### src/rtl/scroll_pkg.sv
// Shared constants, scan-mode encoding and slot geometry helper for the
// scrolling-text datapath.
package scroll_pkg;

   localparam int unsigned X_W        = 8;
   localparam int unsigned Y_W        = 7;
   localparam int unsigned NUM_SLOTS  = 4;

   localparam int unsigned TILE_W_DEF = 16;
   localparam int unsigned TILE_H_DEF = 16;
   localparam int unsigned X0_DEF     = 16;
   localparam int unsigned SLOT_W_DEF = 32;
   localparam int unsigned Y0_DEF     = 52;

   typedef enum logic [1:0] {
      MODE_IDLE,
      MODE_DRAW,
      MODE_UPDATE
   } scan_mode_t;

   // x origin of a zero-based slot index, truncated to screen width
   function automatic logic [X_W-1:0] slot_x(input logic [1:0] slot,
                                              input int unsigned x0,
                                              input int unsigned pitch);
      return X_W'(x0 + 32'(slot) * pitch);
   endfunction

endpackage

### src/rtl/scroll_tile_scanner.sv
// Tile address counter shared by draw and update. Issues addresses 0..N-1
// once per restart, exposes the read address, its one-cycle-delayed copy
// (aligned with RAM read data) and the column/row split of the current
// address.
module scroll_tile_scanner
   import scroll_pkg::*;
#(
   parameter int unsigned TILE_W = TILE_W_DEF,
   parameter int unsigned TILE_H = TILE_H_DEF,
   parameter int unsigned ADDR_W = 8
) (
   input  logic              clk,
   input  logic              reset,
   input  logic              clear,
   input  logic              run,
   output logic              issue,
   output logic              last,
   output logic [ADDR_W-1:0] rd_addr,
   output logic [ADDR_W-1:0] wr_addr,
   output logic [X_W-1:0]    col,
   output logic [Y_W-1:0]    row
);

   localparam int unsigned N = TILE_W * TILE_H;

   logic [ADDR_W-1:0] k;
   logic              spent;

   // spent blocks re-issuing the final address while the request stays high
   assign issue   = run && !clear && !spent;
   assign last    = (k == ADDR_W'(N - 1));
   assign rd_addr = k;
   assign col     = X_W'(k % TILE_W);
   assign row     = Y_W'(k / TILE_W);

   // address counter (saturating) and one-cycle alignment register
   always_ff @(posedge clk) begin
      if (reset || clear) begin
         k       <= '0;
         spent   <= 1'b0;
         wr_addr <= '0;
      end else begin
         wr_addr <= k;
         if (issue) begin
            if (last) spent <= 1'b1;
            else      k     <= k + 1'b1;
         end
      end
   end

endmodule

### src/rtl/scroll_datapath.sv
// Datapath below the scrolling-text FSM: tile scan for draw/update,
// registered VGA plot coordinates, RAM copy strobes, delay timer and the
// finish handshakes back to the FSM.
module scroll_datapath
   import scroll_pkg::*;
#(
   parameter int unsigned TILE_W       = TILE_W_DEF,
   parameter int unsigned TILE_H       = TILE_H_DEF,
   parameter int unsigned ADDR_W       = 8,
   parameter int unsigned X0           = X0_DEF,
   parameter int unsigned SLOT_W       = SLOT_W_DEF,
   parameter int unsigned Y0           = Y0_DEF,
   parameter int unsigned DELAY_CYCLES = 50000000
) (
   input  logic              clk,
   input  logic              reset,
   input  logic              restart,
   input  logic              draw1,
   input  logic              draw2,
   input  logic              draw3,
   input  logic              draw4,
   input  logic              delay,
   input  logic              update,
   output logic [ADDR_W-1:0] rd_addr,
   output logic [ADDR_W-1:0] wr_addr,
   output logic              wr_valid,
   output logic [X_W-1:0]    x,
   output logic [Y_W-1:0]    y,
   output logic              plot,
   output logic              finish_draw1,
   output logic              finish_draw2,
   output logic              finish_draw3,
   output logic              finish_draw4,
   output logic              finish_delay,
   output logic              finish_update
);

   localparam int unsigned D_W = (DELAY_CYCLES > 1) ? $clog2(DELAY_CYCLES) : 1;

   logic [NUM_SLOTS-1:0] draw_req;
   logic [NUM_SLOTS-1:0] fin_draw;
   logic [1:0]           sel;
   scan_mode_t           mode;
   logic                 run;
   logic                 issue;
   logic                 last;
   logic [X_W-1:0]       col;
   logic [Y_W-1:0]       row;
   logic [D_W-1:0]       d;

   assign draw_req      = {draw4, draw3, draw2, draw1};
   assign finish_draw1  = fin_draw[0];
   assign finish_draw2  = fin_draw[1];
   assign finish_draw3  = fin_draw[2];
   assign finish_draw4  = fin_draw[3];

   // slot select (lowest wins), draw over update, and finished-request gating
   always_comb begin
      sel = 2'd0;
      if      (draw_req[0]) sel = 2'd0;
      else if (draw_req[1]) sel = 2'd1;
      else if (draw_req[2]) sel = 2'd2;
      else if (draw_req[3]) sel = 2'd3;
      mode = MODE_IDLE;
      if (|draw_req)   mode = MODE_DRAW;
      else if (update) mode = MODE_UPDATE;
      run = 1'b0;
      case (mode)
         MODE_DRAW:   run = !fin_draw[sel];
         MODE_UPDATE: run = !finish_update;
         default:     run = 1'b0;
      endcase
   end

   scroll_tile_scanner #(
      .TILE_W (TILE_W),
      .TILE_H (TILE_H),
      .ADDR_W (ADDR_W)
   ) u_scanner (
      .clk     (clk),
      .reset   (reset),
      .clear   (restart),
      .run     (run),
      .issue   (issue),
      .last    (last),
      .rd_addr (rd_addr),
      .wr_addr (wr_addr),
      .col     (col),
      .row     (row)
   );

   // plot/copy strobes, coordinates and scan finish flags, one stage after issue
   always_ff @(posedge clk) begin
      if (reset) begin
         plot          <= 1'b0;
         wr_valid      <= 1'b0;
         x             <= '0;
         y             <= '0;
         fin_draw      <= '0;
         finish_update <= 1'b0;
      end else if (restart) begin
         plot          <= 1'b0;
         wr_valid      <= 1'b0;
         fin_draw      <= '0;
         finish_update <= 1'b0;
      end else begin
         plot     <= issue && (mode == MODE_DRAW);
         wr_valid <= issue && (mode == MODE_UPDATE);
         if (issue && (mode == MODE_DRAW)) begin
            x <= slot_x(sel, X0, SLOT_W) + col;
            y <= Y_W'(Y0) + row;
            if (last) fin_draw[sel] <= 1'b1;
         end
         if (issue && (mode == MODE_UPDATE) && last) finish_update <= 1'b1;
      end
   end

   // delay timer: saturating count while delay is held, flag registered on terminal count
   always_ff @(posedge clk) begin
      if (reset || restart) begin
         d            <= '0;
         finish_delay <= 1'b0;
      end else begin
         finish_delay <= delay && (d == D_W'(DELAY_CYCLES - 1));
         if (!delay)                             d <= '0;
         else if (d != D_W'(DELAY_CYCLES - 1))   d <= d + 1'b1;
      end
   end

endmodule

### config.mk
export PLATFORM = sky130hd
export DESIGN_NAME = scroll_datapath
export DESIGN_NICKNAME = d
export VERILOG_FILES = /design/src/rtl/scroll_pkg.sv /design/src/rtl/scroll_tile_scanner.sv /design/src/rtl/scroll_datapath.sv
export SDC_FILE = /design/constraint.sdc
export NUM_CORES = 1
export LEC_CHECK = 0
export CAP_MARGIN = 20
export CORE_MARGIN = 1
export CORE_UTILIZATION = 47
export DETAILED_ROUTE_END_ITERATION = 16
export PLACE_DENSITY_LB_ADDON = 0.05
export SETUP_SLACK_MARGIN = 0.15
export SYNTH_ARGS = -nofsm -noshare
export SYNTH_HDL_FRONTEND = slang
export SYNTH_SLANG_ARGS = --single-unit
### constraint.sdc
create_clock -name clk -period 2.1 [get_ports clk]
set_clock_uncertainty 0.2 [all_clocks]
set_input_delay 0.21 -clock clk [delete_from_list [all_inputs] [get_ports clk]]
set_output_delay 0.21 -clock clk [all_outputs]
set_load 0.02 [all_outputs]
==> results of run 1 <==
cell type report:
cell class	instances	area, um^2	area share, %
repair buffers	113	1020	24.79
flip-flops and latches	64	1303	31.67
inverters	9	33.78	0.8214
well taps	72	90.09	2.190
clock inverters	3	17.52	0.4259
clock buffers	13	158.9	3.864
multi-input cells	210	1490	36.23
final timing paths:
| path | end | slack [ns] | cells after the start |
|---|---|---|---|
| setup / recovery | d[20]$_SDFFE_PP0P_ | -0.25 | 6 |
| hold / removal | fin_draw[0]$_SDFFE_PP0P_ | 0.13 | 3 |
| setup reg to reg | d[20]$_SDFFE_PP0P_ | -0.25 | 6 |
| hold reg to reg | x[4]$_SDFFE_PP0P_ | 0.27 | 2 |
power groups by stage:
stage	Combinational [mW]	Sequential [mW]	Clock, mW
floorplan	0.0732	1.27	0
global placement	0.169	1.26	0
detailed placement	0.170	1.26	0
CTS	0.191	1.23	0.970
global route	0.208	1.23	1.03
finish	0.195	1.23	0.958
logic make-up after synthesis:
logic type                 count (synthesis)  synth area share (%)
AOI/OAI and AO/OA                         31                 7.736
other                                      1                0.1405
and+or+nand+nor                          142                 28.22
xor gates and xnor gates                  19                 6.235
DFF                                       64                 48.01
muxes                                     14                 5.392
adders and majority gates                  3                 1.407
buffers and inverters                     18                 2.859
flip-flops by register name, indices dropped and copies added, names as in the netlist:
name / count
wr_valid: 1
y: 6
finish_update: 1
u_scanner.wr_addr: 8
u_scanner.spent: 1
u_scanner.rd_addr: 8
d: 26
fin_draw: 4
x: 7
finish_delay: 1
plot: 1
through the flow:
step                      hold slack (ns)  TNS [ns]
after global routing               0.1884    -4.718
after detailed placement           0.2591    -7.700
after floorplan                    0.1672    -1.293
after global placement             0.2491    -6.605
after CTS                          0.2748    -2.316
final                              0.1310    -3.017
cell usage in the layout, fill, tap and decap left out, types with 6 or more instances in the layout:
cell type / n
and2_1: 8
xnor2_1: 7
clkdlybuf4s50_1: 42
a21oi_1: 10
clkbuf_8: 11
dfxtp_2: 8
or3_1: 6
nand4_1: 14
inv_1: 9
buf_4: 62
mux2i_1: 11
nor2_1: 54
xor2_1: 11
nand3_2: 6
dfxtp_1: 53
nand2_1: 14
worst max-delay path: cells and delay by family, from the launching register on:
family | cells | cell delay (ns)
AOI/OAI and AO/OA | 1 | 0.29
and+or+nand+nor | 4 | 1.25
xor gates and xnor gates | 1 | 0.18
DFF | 1 | 0.31
repair_timing:
action                                 CTS  global route
buffers inserted                         4            10
endpoints found under the hold margin    0             0
setup endpoints to repair               39            45
gates cloned                             1             0
pin swaps                               15            16
resized for setup                       19            18
layer usage:
layer	vias up	global-route usage (%)	wire [um]
met4	0	12.83	168
met1	1190	27.98	3079
met5	-	0	0
li1	1254	-	-
met3	13	4.471	215
met2	47	40.00	3512
==> summary.md, run 1 <==
| Metric | Value |
|---|---|
| Slowest CP cell | `or4_4` |
| Fin crit period | `roughly 2.3 ns` |
| Switching share of power | `24.01%` |
| TritonCTS clock tree | `built` |
| YS warnings | `0` |
| #FFs+latches synth | `64` |
| Crit share post-route | `111.9%` |
| Die width | `77.36 um` |
| Die Ht | `77.36 um` |
| CP Launch Point | `d[16]$_SDFFE_PP0P_` |
| Vias in the first global route | `about 2400` |
| Net count after synthesis | `around 300` |
| Final Util | `75.15%` |
| Setup WS pre-CTS | `-0.2977 ns` |
| Ys async rst share | `0%` |
| Fill cell count | `398` |
| Lkg Pwr | `1.598 nW` |
| Yosys top cell by area | `dfxtp_1` |
| Launching point of the worst reg2reg path | `d[16]$_SDFFE_PP0P_` |
| Comb pwr share | `8.2%` |
| Synth top area cells | `dfxtp_1 48%, nor2_1 7.9%, mux2i_1 4.1%, xor2_1 3.6%, nand4_1 3.3%` |
| Critical path arrival | `2.36 ns` |
| Share of the synthesized area in the top cell type | `48.01%` |
| Clock Pin Slew Worst Setup and Hold Paths | `0.07 ns` |
| First-pass iteration count of the detailed router | `4` |
| Clock latency on the worst-skew pair | `0.34 ns` |
| Post-route ant nets | `0` |
| Clk pwr share | `40.3%` |
| # diodes | `0` |
| Ys flop type | `dfxtp_1` |
| Core box area | `0.005473 mm^2` |
| Status | `complete, but fails checks` |
| Initial core utilization | `roughly half` |
| RSZ-0062 raised after global routing | `yes` |
| Mapped cell area | `between 0.002 and 0.003 mm^2` |
| Fin area | `0.004113 mm^2` |
| CTS H-Tree Depth | `3` |
| Worst-path cell chain | `or4bb_4, or4_4, o211a_4, nand4_1, xor2_1, nor2_1` |
| DRC Markers | `0` |
| Die area | `0.005984 mm^2` |
| Clock sink total | `64` |
| Post-Layout Cell Count | `484` |
| Remaining global-route overflow | `0` |
| Fin. max-slew vios | `0` |
| Critical Path End Type | `register` |
| Synth cell count leaders | `64 x dfxtp_1, 56 x nor2_1, 15 x nand2_1` |
| Power after layout | `approximately 2.4 mW` |
| Largest net degree at the start of global routing | `27` |
| DR WL/cell | `14.41 um` |
| # hold bufs at CTS | `0` |
| # IOs | `48` |
| HP Class | `in -> reg` |
| WS Path Type | `reg -> reg` |
| First-pass GRT wire length | `10950 um` |
| Synth cell types | `45` |
| Overall Global Routing Usage | `a little under a quarter` |
| Largest stage delay, worst path | `0.55 ns` |
| Register area share after synthesis | `48.01%` |
| Failing checks | `negative setup slack` |
| Required time of the critical path | `2.11 ns` |
| Final WS setup | `-0.2497 ns` |
| Gpl congestion | `~0.8` |
| Setup violators final | `21` |
| Max VDD drop | `0.4278 mV` |
| Layout cells sized above 1 | `31.80%` |
| DRT iter0 DRCs | `89` |
| Startpoint types | `register` |
| Placed inst area | `~0.0037 mm^2` |
| CTS Buf Count | `9` |
| Synth-to-layout area growth | `54.10%` |
| Reg power frac | `between 50% and 60%` |
| Initial antenna violation count | `0` |
| Switch Pwr | `0.5718 mW` |
| Clock root cell | `clkbuf_8` |
| Clock Path Buffers | `2` |
| Nets | `419` |
| Placed Cells | `453` |
| Num rows | `27` |
| Top-count cell post-synth | `dfxtp_1` |
| P per Cell Area | `579.0 mW/mm^2` |
| EDFF count, synth | `0` |
| Cells after Synth | `between 200 and 300` |
| Max-cap violations | `0` |
| Final hold vios | `0` |
| Final wirelength | `6975 um` |
| Hold wc startpoint | `draw1` |
| Via count | `2504` |
| Final HPWL DP | `4400 um` |
| Crit path max fanout | `8` |
| Via density | `5.174` |
| IO buf count | `46` |
| Internal Power | `1.809 mW` |
| Post-Syn Area per Cell | `9.140 um^2` |
| Fmax achieved | `between 400 and 500 MHz` |
Note: power is estimated with default switching activity, not from simulation.
==> run 2, diff against run 1 <==
--- a/config.mk
+++ b/config.mk
@@ -7,10 +7,12 @@
 export LEC_CHECK = 0
 export CAP_MARGIN = 20
 export CORE_MARGIN = 1
-export CORE_UTILIZATION = 47
+export CORE_UTILIZATION = 48
 export DETAILED_ROUTE_END_ITERATION = 16
 export PLACE_DENSITY_LB_ADDON = 0.05
 export SETUP_SLACK_MARGIN = 0.15
 export SYNTH_ARGS = -nofsm -noshare
 export SYNTH_HDL_FRONTEND = slang
+export SYNTH_HIERARCHICAL = 1
 export SYNTH_SLANG_ARGS = --single-unit
+export TNS_END_PERCENT = 20
==> summary.md, run 2 <==
| Metric | Value |
|---|---|
| Layout cells sized above 1 | `26.38% (-5.4 points)` |
| Lkg Pwr | `1.563 nW (-2.2%)` |
| Synth cell types | `53 (+18%)` |
| Reg with most FFs | `d` |
| Clk pwr share | `41.3% (+1.0 points)` |
| TritonCTS clock tree | `built` |
| Max VDD drop | `0.4614 mV (+7.9%)` |
| Final wirelength | `7588 um (+8.8%)` |
| Internal Power | `2.012 mW (+11%)` |
| Fin crit period | `2.325 ns (-0.02494 ns)` |
| IO buf count | `47 (+2.2%)` |
| CTS Buf Count | `9 (unchanged)` |
| Via count | `2751 (+9.9%)` |
| Reg power frac | `48.5% (-3.1 points)` |
| Initial antenna violation count | `0 (unchanged)` |
| Remaining global-route overflow | `0 (unchanged)` |
| Hold Crit Endpoint | `fin_draw[2]$_SDFFE_PP0P_` |
| # IOs | `48 (unchanged)` |
| Synth top area cells | `dfxtp_1 42%, nand2_1 4.7%, nor2_1 4.5%, a21oi_1 4.0%, xnor2_1 3.9%` |
| Switch Pwr | `0.6198 mW (+8.4%)` |
| Die area | `0.006804 mm^2 (+14%)` |
| Required time of the critical path | `2.17 ns (+0.06 ns)` |
| DR WL met2 | `3835 um (+9.2%)` |
| First-pass iteration count of the detailed router | `5 (+1)` |
| Synth cell count leaders | `66 x dfxtp_1, 39 x nand2_1, 37 x nor2_1` |
| Storage cell area | `0.001328 mm^2 (+1.9%)` |
| # diodes | `0 (unchanged)` |
| Die width | `82.49 um (+6.6%)` |
| Register area share after synthesis | `42.49% (-5.5 points)` |
| Initial core utilization | `51.01% (+2.2 points)` |
| YS warnings | `6 (+6)` |
| HP Class | `in -> reg` |
| Crit share post-route | `110.7% (-1.2 points)` |
| DR WL/cell | `14.85 um (+3.0%)` |
| Critical Path End Type | `register` |
| Clock root cell | `clkbuf_8` |
| # hold bufs at CTS | `0 (unchanged)` |
| EDFF count, synth | `0 (unchanged)` |
| Cells after Synth | `350 (+20%)` |
| Post-route ant nets | `0 (unchanged)` |
| Max-cap violations | `0 (unchanged)` |
| Clock Pin Slew Worst Setup and Hold Paths | `0.07 ns (about the same)` |
| RSZ-0062 raised after global routing | `yes` |
| Nets | `444 (+6.0%)` |
| Critical path arrival | `2.40 ns (+0.04 ns)` |
| First-pass GRT wire length | `11800 um (+7.8%)` |
| Final hold vios | `0 (unchanged)` |
| Clock Path Buffers | `2 (unchanged)` |
| Multi-input logic area | `0.001744 mm^2 (+17%)` |
| Overall Global Routing Usage | `23.42% (-0.16 points)` |
| DR WL met3 | `280 um (+30%)` |
| Fill cell count | `487 (+22%)` |
| Gpl congestion | `0.8447 (+5.7%)` |
| Vias in the first global route | `2498 (+6.0%)` |
| #FFs+latches synth | `66 (+3.1%)` |
| Critical R2R Capture | `x[0]$_SDFFE_PP0P_` |
| Most frequent cells in the layout | `61 x dfxtp_1, 43 x clkdlybuf4s50_1, 36 x buf_4` |
| Share of the synthesized area in the top cell type | `42.49% (-5.5 points)` |
| Ys async rst share | `0% (unchanged)` |
| Clock sink total | `66 (+3.1%)` |
| Setup violators final | `29 (+38%)` |
| CTS H-Tree Depth | `3 (unchanged)` |
| Largest register FFs | `26 (unchanged)` |
| Commonest non-fill, non-tap cell in the layout | `dfxtp_1` |
| Switching share of power | `23.55% (-0.47 points)` |
| Final HPWL DP | `5011 um (+14%)` |
| DRT iter0 DRCs | `86 (-3.4%)` |
| Die Ht | `82.49 um (+6.6%)` |
| Hold wc startpoint | `draw3` |
| Mapped cell area | `0.003109 mm^2 (+17%)` |
| Fmax achieved | `430.2 MHz (+1.1%)` |
| Worst hold path depth | `4 (+1)` |
| Clock latency on the worst-skew pair | `0.34 ns (about the same)` |
| Core box area | `0.006096 mm^2 (+11%)` |
| P per Cell Area | `608.4 mW/mm^2 (+5.1%)` |
| Top-count cell post-synth | `dfxtp_1` |
| Ys flop type | `dfxtp_1` |
| Yosys top cell by area | `dfxtp_1` |
| Failing checks | `negative setup slack` |
| Via density | `5.384 (+4.1%)` |
| Launching point of the worst reg2reg path | `fin_draw[3]$_SDFFE_PP0P_` |
| Setup TNS | `-3.755 ns (-0.7379 ns)` |
| Comb pwr share | `10.3% (+2.1 points)` |
| R2r worst-path depth | `13 (+7)` |
| Power after layout | `2.632 mW (+11%)` |
| Max Used Layer | `met4` |
| WS Path Type | `reg -> reg` |
| R2R Setup Slk | `-0.22 ns (+0.02 ns)` |
| Startpoint types | `register` |
| DRC Markers | `0 (unchanged)` |
| Fin. max-slew vios | `0 (unchanged)` |
| Final WS setup | `-0.2247 ns (+0.02494 ns)` |
| Largest net degree at the start of global routing | `26 (-3.7%)` |
| Post-Syn Area per Cell | `8.884 um^2 (-2.8%)` |
| Synth-to-layout area growth | `39.15%` |
| Num rows | `28 (+3.7%)` |
| Wire length on met1 | `3317 um (+7.7%)` |
| Status | `complete, but fails checks` |
| Crit path max fanout | `5 (-3)` |
==> run 2: cell types whose count changed in the layout (fill, tap and decap cells not counted), moves of 6 or more <==
| cell | previous run | this run |
|---|---|---|
| nor2_1 | 54 | 33 |
| conb_1 | 1 | 7 |
| and3_1 | 1 | 7 |
| dfxtp_1 | 53 | 61 |
| a21oi_1 | 10 | 19 |
| mux2i_1 | 11 | 2 |
| nand3_2 | 6 | 0 |
| buf_4 | 62 | 36 |
| nand2_1 | 14 | 34 |
| a21oi_2 | 0 | 6 |
| nand4_1 | 14 | 8 |
| xnor2_1 | 7 | 14 |
==> run 2: worst max-delay path, cell delays in order (launching register included) <==
cell,delay [ns]
dfxtp_2,0.33
nor2_2,0.08
a221oi_2,0.06
a21oi_1,0.15
o21ai_1,0.10
o21ai_2,0.08
or3b_4,0.44
clkinv_8,0.06
nor3b_4,0.23
buf_4,0.15
buf_6,0.10
buf_16,0.10
nand2_2,0.05
a21oi_2,0.13
==> run 2: how the worst max path moves through the flow <==
stage                     slack, ns                     start  cells after the start                end
after floorplan               -0.29                     draw3                     11  x[1]$_SDFFE_PP0P_
after global placement        -0.66                     draw3                     10  y[1]$_SDFFE_PP0P_
after detailed placement      -0.74                     draw3                     11  x[4]$_SDFFE_PP0P_
after CTS                     -0.14  fin_draw[3]$_SDFFE_PP0P_                     13  x[0]$_SDFFE_PP0P_
after global routing          -0.35  fin_draw[3]$_SDFFE_PP0P_                     13  x[0]$_SDFFE_PP0P_
final                         -0.22  fin_draw[3]$_SDFFE_PP0P_                     13  x[0]$_SDFFE_PP0P_
==> run 2: logic make-up (layout without fill, tap and decap cells) <==
family,after synthesis,count (layout),share of synthesized area (%)
buffers and inverters,37,117,7.686
other,1,7,0.1206
multiplexers,3,3,1.006
XOR/XNOR,25,25,7.042
adder cells (fa/ha/maj),4,4,1.610
AND/OR/NAND/NOR,154,154,26.92
flip-flops,66,66,42.50
AO/OA/AOI/OAI,60,60,13.12
==> run 2: power by group through the flow <==
stage	clock, mW	combinational, mW	sequential (mW)
final	1.09	0.271	1.28
after global routing	1.16	0.292	1.28
after CTS	1.11	0.252	1.27
after detailed placement	0	0.208	1.30
after global placement	0	0.205	1.30
after floorplan	0	0.114	1.32
==> run 2: repair_timing <==
item | CTS | global route
pin swaps | 21 | 9
resized for setup | 32 | 23
cloned | 3 | 0
setup buffers | 6 | 2
setup endpoints to repair | 33 | 37
==> run 2: final cells by class <==
| cell class | instances | area share, % |
|---|---|---|
| tap | 75 | 2.169 |
| timing repair buffer | 94 | 21.20 |
| inverter | 7 | 0.8965 |
| clock buffer | 12 | 3.586 |
| sequential | 66 | 30.68 |
| multi-input combinational | 253 | 40.31 |
| clock inverter | 4 | 1.157 |
==> run 2: routing by layer <==
layer / vias up / GRT usage [%]
met5: - / 0
met4: 0 / 10.00
met3: 17 / 6.593
met2: 76 / 40.25
met1: 1293 / 27.06
li1: 1365 / -
==> run 2: per-stage QoR <==
stage          hold slack (ns)  cells  setup WS (ns)  util, %  cell area (um^2)
2_1_floorplan           0.1507    356        -0.2891        -              3152
3_3_place_gp            0.2461    484        -0.6592    62.34              3800
3_5_place_dp            0.2554    484        -0.7403    62.34              3800
4_1_cts                 0.1857    509        -0.1418    68.99              4205
5_1_grt                 0.2097    511        -0.3535    70.98              4327
6_report                0.1950    511        -0.2247    70.98              4327
